## src/rtl/quad_encoder_gen.sv

```systemverilog
// Quadrature encoder emulator: emits a commanded number of A/B quadrature edges
// at a programmable step period and keeps a signed count of the emitted edges.
module quad_encoder_gen #(
  parameter int PER_W  = 16,
  parameter int STEP_W = 16,
  parameter int POS_W  = 16
) (
  input  logic                    clk,
  input  logic                    rst,
  input  logic                    cmd_valid,
  output logic                    cmd_ready,
  input  logic [1:0]              cmd_dir,
  input  logic [STEP_W-1:0]       cmd_steps,
  input  logic [PER_W-1:0]        cmd_period,
  input  logic                    abort,
  output logic                    A,
  output logic                    B,
  output logic signed [POS_W-1:0] position,
  output logic                    busy,
  output logic                    done
);

  typedef enum logic {IDLE, RUN} state_t;

  state_t                    state, state_n;
  logic [PER_W-1:0]          timer, timer_n;
  logic [PER_W-1:0]          per_last, per_last_n;
  logic [STEP_W-1:0]         remaining, remaining_n;
  logic                      ccw, ccw_n;
  logic                      a_n, b_n, done_n;
  logic signed [POS_W-1:0]   position_n;
  logic                      cmd_null;

  assign cmd_null  = (cmd_steps == '0) || (cmd_dir == 2'b00) || (cmd_dir == 2'b11);
  assign cmd_ready = (state == IDLE);
  assign busy      = ~cmd_ready;

  always_comb begin
    // NOTE: every signal assigned here gets a default first, so no path leaves one unassigned and infers a latch.
    state_n     = state;
    timer_n     = timer;
    per_last_n  = per_last;
    remaining_n = remaining;
    ccw_n       = ccw;
    a_n         = A;
    b_n         = B;
    position_n  = position;
    done_n      = 1'b0;

    unique case (state)
      IDLE: begin
        if (cmd_valid) begin
          if (cmd_null) begin
            done_n = 1'b1;
          end else begin
            state_n     = RUN;
            timer_n     = '0;
            remaining_n = cmd_steps;
            ccw_n       = cmd_dir[1];
            // Timer compares against P-1; a zero period behaves as one.
            per_last_n  = (cmd_period == '0) ? '0 : cmd_period - PER_W'(1);
          end
        end
      end
      RUN: begin
        if (abort) begin
          state_n = IDLE;
          done_n  = 1'b1;
        end else if (timer == per_last) begin
          timer_n     = '0;
          remaining_n = remaining - STEP_W'(1);
          // AB walks 00->10->11->01 for CW; CCW is the inverse map.
          if (ccw) begin
            a_n        = B;
            b_n        = ~A;
            position_n = position - POS_W'(1);
          end else begin
            a_n        = ~B;
            b_n        = A;
            position_n = position + POS_W'(1);
          end
          if (remaining == STEP_W'(1)) begin
            state_n = IDLE;
            done_n  = 1'b1;
          end
        end else begin
          timer_n = timer + PER_W'(1);
        end
      end
      default: state_n = IDLE;
    endcase
  end

  always_ff @(posedge clk or posedge rst) begin
    if (rst) begin
      state     <= IDLE;
      timer     <= '0;
      per_last  <= '0;
      remaining <= '0;
      ccw       <= 1'b0;
      A         <= 1'b0;
      B         <= 1'b0;
      position  <= '0;
      done      <= 1'b0;
    end else begin
      // NOTE: non-blocking assignments so every register samples pre-edge values.
      state     <= state_n;
      timer     <= timer_n;
      per_last  <= per_last_n;
      remaining <= remaining_n;
      ccw       <= ccw_n;
      A         <= a_n;
      B         <= b_n;
      position  <= position_n;
      done      <= done_n;
    end
  end

endmodule

```

## config.mk

```make
export PLATFORM = sky130hd
export DESIGN_NAME = quad_encoder_gen
export DESIGN_NICKNAME = d
export VERILOG_FILES = /design/src/rtl/quad_encoder_gen.sv
export SDC_FILE = /design/constraint.sdc
export NUM_CORES = 1
export LEC_CHECK = 0
export ABC_AREA = 1
export CORE_UTILIZATION = 30
export CTS_CLUSTER_SIZE = 20
export DETAILED_ROUTE_END_ITERATION = 6
export DONT_BUFFER_PORTS = 1
export GPL_ROUTABILITY_DRIVEN = 0
export SLEW_MARGIN = 20
export SYNTH_ARGS = -nofsm -noshare
export SYNTH_HDL_FRONTEND = slang
export SYNTH_SLANG_ARGS = --single-unit
```

## constraint.sdc

```tcl
create_clock -name clk -period 2.8 [get_ports clk]
set_input_delay 0.84 -clock clk [delete_from_list [all_inputs] [get_ports clk]]
set_output_delay 0.84 -clock clk [all_outputs]
set_load 0.02 [all_outputs]
```

# After elaboration in Yosys (flattened, before gate mapping)
# Cells that the tools add are included.
# totals
reg_bits,69
input_bits,38
word_cells,61
# classes
n_eq_ne,7
mux,26
n_addsub,5
reduce_logical,9
n_bitwise,5
# op_table
op,count
$mux W16,10
$pmux W16 S2,2
$logic_not A16 Y1,2
$sub A16 B1 Y16 const B,2
$add A16 B1 Y16 const B,1
$add A16 B2 Y16 const B,1
$eq A16 B1 Y1 const B,1
$eq A16 B16 Y1,1
$sub A16 B2 Y16 const B,1
$mux W1,12
$reduce_and A3 Y1,3
$ne A2 B2 Y1 const B,3
$not A1 Y1,5
$pmux W1 S2,2
$reduce_and A4 Y1,1
$eq A2 B2 Y1 const B,1
$logic_not A2 Y1,1
$logic_or A1 B1 Y1,2
$ne A2 B1 Y1 const B,1

# Longest topological paths before layout
# logic_depth
ltp_word,6
mapped_depth,12

# Least setup slack after synthesis
# OpenSTA, ideal clock, no wires.
# synth_timing
kind,register to output
start,register state (netlist: busy)
end,output cmd_ready
path_buffers,3
stages_incl_launch_ff,5
setup_slack_ps,718
t_arrival_ps,1242
t_required_ps,1960
cell_sequence,dfrtp_1 -> buf_2 -> inv_1 -> buf_2 -> buf_1
# synth_between
elab_chain_cells,1
# synth_rtl
item,line_no,text
from (decl),25,"state_t state, state_n;"
from (signal assigned),107,state <= state_n;
$not A1 Y1 (no source line),-,
to (decl),11,"output logic cmd_ready,"
# No other way between the ends.

# Final worst setup path
# layout_timing
start,register state (netlist: busy)
end,output busy
# layout_lines
item,line_no,text
to (decl),19,"output logic busy,"
# No word-level cell between the ends.

==> key figures <==
Critical path
  • CP Max Fanout: 27
  • Worst R2R Path Depth: 11
  • Crit path launch type: register
  • Worst r2r dst: position[15]
  • Highest-delay cell along the critical path: dfrtp_1
  • CP delay by family, top: flip-flops
  • Required time worst endpoint: slightly below 2000 ps
  • Crit-path max cell delay: ~530 ps
  • Setup slack, reg-to-reg: about 660 ps
  • Cell Chain, Critical Path: buf_4
  • WS Path Type: register to primary output
  • CP arrival: 1300 ps
  • FF-to-FF Start: ccw
  • WP buf/inv: 1
  • Setup crit end kind: primary output

Synthesis
  • Yosys warns: 0
  • Post-Syn Area: 0.00526 sq mm
  • Register area share after synthesis: 32.8%
  • Synth unique cells: 31
  • FF+latch count, synth: 69
  • Mapped Cells: 834
  • Post-Syn Nets: a little under 900
  • Syn Area/Cell: 6.30 sq um

Clocking
  • PostCTS Resize Cnt: 0
  • Clk_lat worst skew: 340 ps
  • CTS Hold Bufs: 0
  • Worst-path clk slew: 50 ps
  • Post-CTS Setup Repair Bufs: 0
  • Clock Path Buffers: 2
  • Num CTS Buffers: 9
  • CTS tree: built
  • CTS Root Cell: clkbuf_16
  • Sink Count: 69
  • # H-tree levels: 3

GRT
  • Initial antenna violation count: 0
  • Vias in the first global route: 4,501
  • Total Routing Usage GR: 15.4%
  • Total gr overflow: 0
  • Pin count of the biggest net entering global routing: 35
  • First-pass GRT wire length: 22,100 um

Placed design
  • Final HPWL DP: between 9000 and 10,000 um
  • Cell Area, Placed: between 0.005 and 0.006 sq mm
  • PortBufs: 0

Timing
  • Tmin final: 2140 ps
  • Final hold vios: 0
  • Tightest Pin Transition: 774 ps
  • RSZ-0062 raised after global routing: no
  • Worst rel slew slack: 48.4%
  • Final period util: about 76%
  • Worst Skew: 7.47 ps
  • # setup viols final: 0
  • Setup TNS: 0 ps
  • Slew Limit Fails: 0
  • Hold slack: 424 ps
  • Max Clk Rate: 468 MHz

Pwr
  • Share of power burned in registers: 39.4%
  • Max VDD drop: ~0.3 mV
  • Combinational Power Share: 31.4%
  • Total Power: 3.74 mW
  • Internal: 2.30 mW
  • Power per cell area: 645 mW/mm^2
  • Clock power share: 29.2%
  • Leakage: 3.12 nW
  • Sw power: roughly 1.4 mW
  • Switching portion of total power: roughly two fifths

Die
  • Initial Utilization: between 30% and 40%
  • Die ar.: 0.0181 sq mm
  • Die W: 134 um
  • Core footprint: 0.0172 sq mm
  • Ports: 59
  • Die Ht: ~130 um
  • Row cnt: 48

Flow run
  • Max cap viols: 0

Routing
  • Vias: 4,812
  • Antenna Nets Post-Route: 0
  • Iter 0 DRT Violations: 360
  • Residual DRC: 0
  • Via density: between 4 and 5
  • Mean routed wirelength per cell: ~12 um
  • TritonRoute pass-1 iters: 5
  • Drt total wl: 12,800 um

Final layout
  • Antenna diodes: 0
  • Area Growth Syn to Fin: 10.3%
  • Fillers: 1,912
  • Final instance area: 0.00580 sq mm
  • FF/Latch Area: 0.00173 sq mm
  • Multi-input logic area: 0.00308 sq mm
  • Final core occ: around 34%
  • Nets: a little under 900
  • Layout cells sized above 1: 5.84%

Worst hold path
  • Hold/Removal Path Class: primary input to async pin

Run status
  • Outcome: completed
==> cell type report <==
cell class                      count  area share, %
Clock buffer                       14           4.72
Clock inverter                      1         0.0863
Inverter                           97           6.28
Multi-Input combinational cell    651           53.2
Sequential cell                    69           29.8
Tap cell                          225           4.85
Timing Repair Buffer                7           1.12
==> power by group through the flow <==
stage / clock, mW / sequential [mW] / combinational, mW
after floorplan: 0 / 1.41 / 0.978
after global placement: 0 / 1.49 / 1.17
after detailed placement: 0 / 1.49 / 1.17
after CTS: 1.12 / 1.48 / 1.18
after global routing: 1.17 / 1.52 / 1.38
final: 1.09 / 1.48 / 1.18
==> synthesized netlist by cell type <==
cell      count  share of area, %
nand2_1     355                25
o21ai_0       9              0.86
xnor2_1       8               1.3
nand4_1      24               2.9
nand3_2       2              0.38
a31oi_1       1              0.12
buf_4         1              0.14
nor2_4        3              0.64
o21ai_1       6              0.57
inv_1        83               5.9
dfrtp_1      69                33
a21oi_1      12               1.1
ha_1         18               4.3
nand3b_1      7               1.0
inv_2        14               1.0
nor3_1        7              0.67
buf_6         1              0.21
nand2_2       2              0.24
buf_2         6              0.57
nor2_1       94               6.7
fa_1          1              0.38
nand3_1      61               5.8
or2_2         4              0.48
xor2_1       23               3.8
clkbuf_1      4              0.29
nor2_2        1              0.12
nand2_4       2              0.43
nor3b_1       2              0.29
o31ai_1       5              0.71
buf_1         5              0.36
and2_1        4              0.48
==> metal layers <==
metal  routed length [um]  GRT usage (%)
met1                 6490           20.2
met2                 5760           24.9
met5                    0              0
met4                   94           3.68
met3                  481           4.57
==> layout by cell type (no fill, tap or decap), drive strengths merged <==
cell / Yosys / final
nand2: 359 / 359
nor2: 98 / 98
inv: 97 / 97
dfrtp: 69 / 69
nand3: 63 / 63
nand4: 24 / 24
xor2: 23 / 23
ha: 18 / 18
o21ai: 15 / 15
clkbuf: 4 / 14
a21oi: 12 / 12
xnor2: 8 / 8
nor3: 7 / 7
nand3b: 7 / 7
buf: 13 / 7
o31ai: 5 / 5
and2: 4 / 4
or2: 4 / 4
nor3b: 2 / 2
a31oi: 1 / 1
fa: 1 / 1
clkinv: 0 / 1
==> worst max-delay path by stage <==
stage | from | to | slack (ps) | cells past startpoint
floorplan | rst | A | 220 | 1
global placement | cmd_dir[1] | remaining[3] | 480 | 6
detailed placement | cmd_dir[1] | remaining[3] | 460 | 6
CTS | ccw | position[15] | 620 | 11
global route | ccw | position[15] | 390 | 11
finish | busy | busy | 660 | 1
==> registers in the layout, summed over array words and instances, names as in the netlist <==
register / flops
A: 1
remaining: 16
ccw: 1
timer: 16
per_last: 16
busy: 1
position: 16
done: 1
B: 1
==> stage by stage <==
step	cells	setup WS, ps
after global routing	1064	387
after detailed placement	1049	455
after CTS	1064	624
final	1064	662
after global placement	1049	478
after floorplan	834	220
==> logic make-up after synthesis <==
logic type      count (synthesis)  share of synthesized area (%)
fa+ha+maj                      19                           4.66
simple gates                  568                           45.4
flops                          69                           32.8
xor+xnor                       31                           5.16
compound gates                 33                           3.40
buf+inv                       114                           8.50
(Power assumes the default switching activity.)
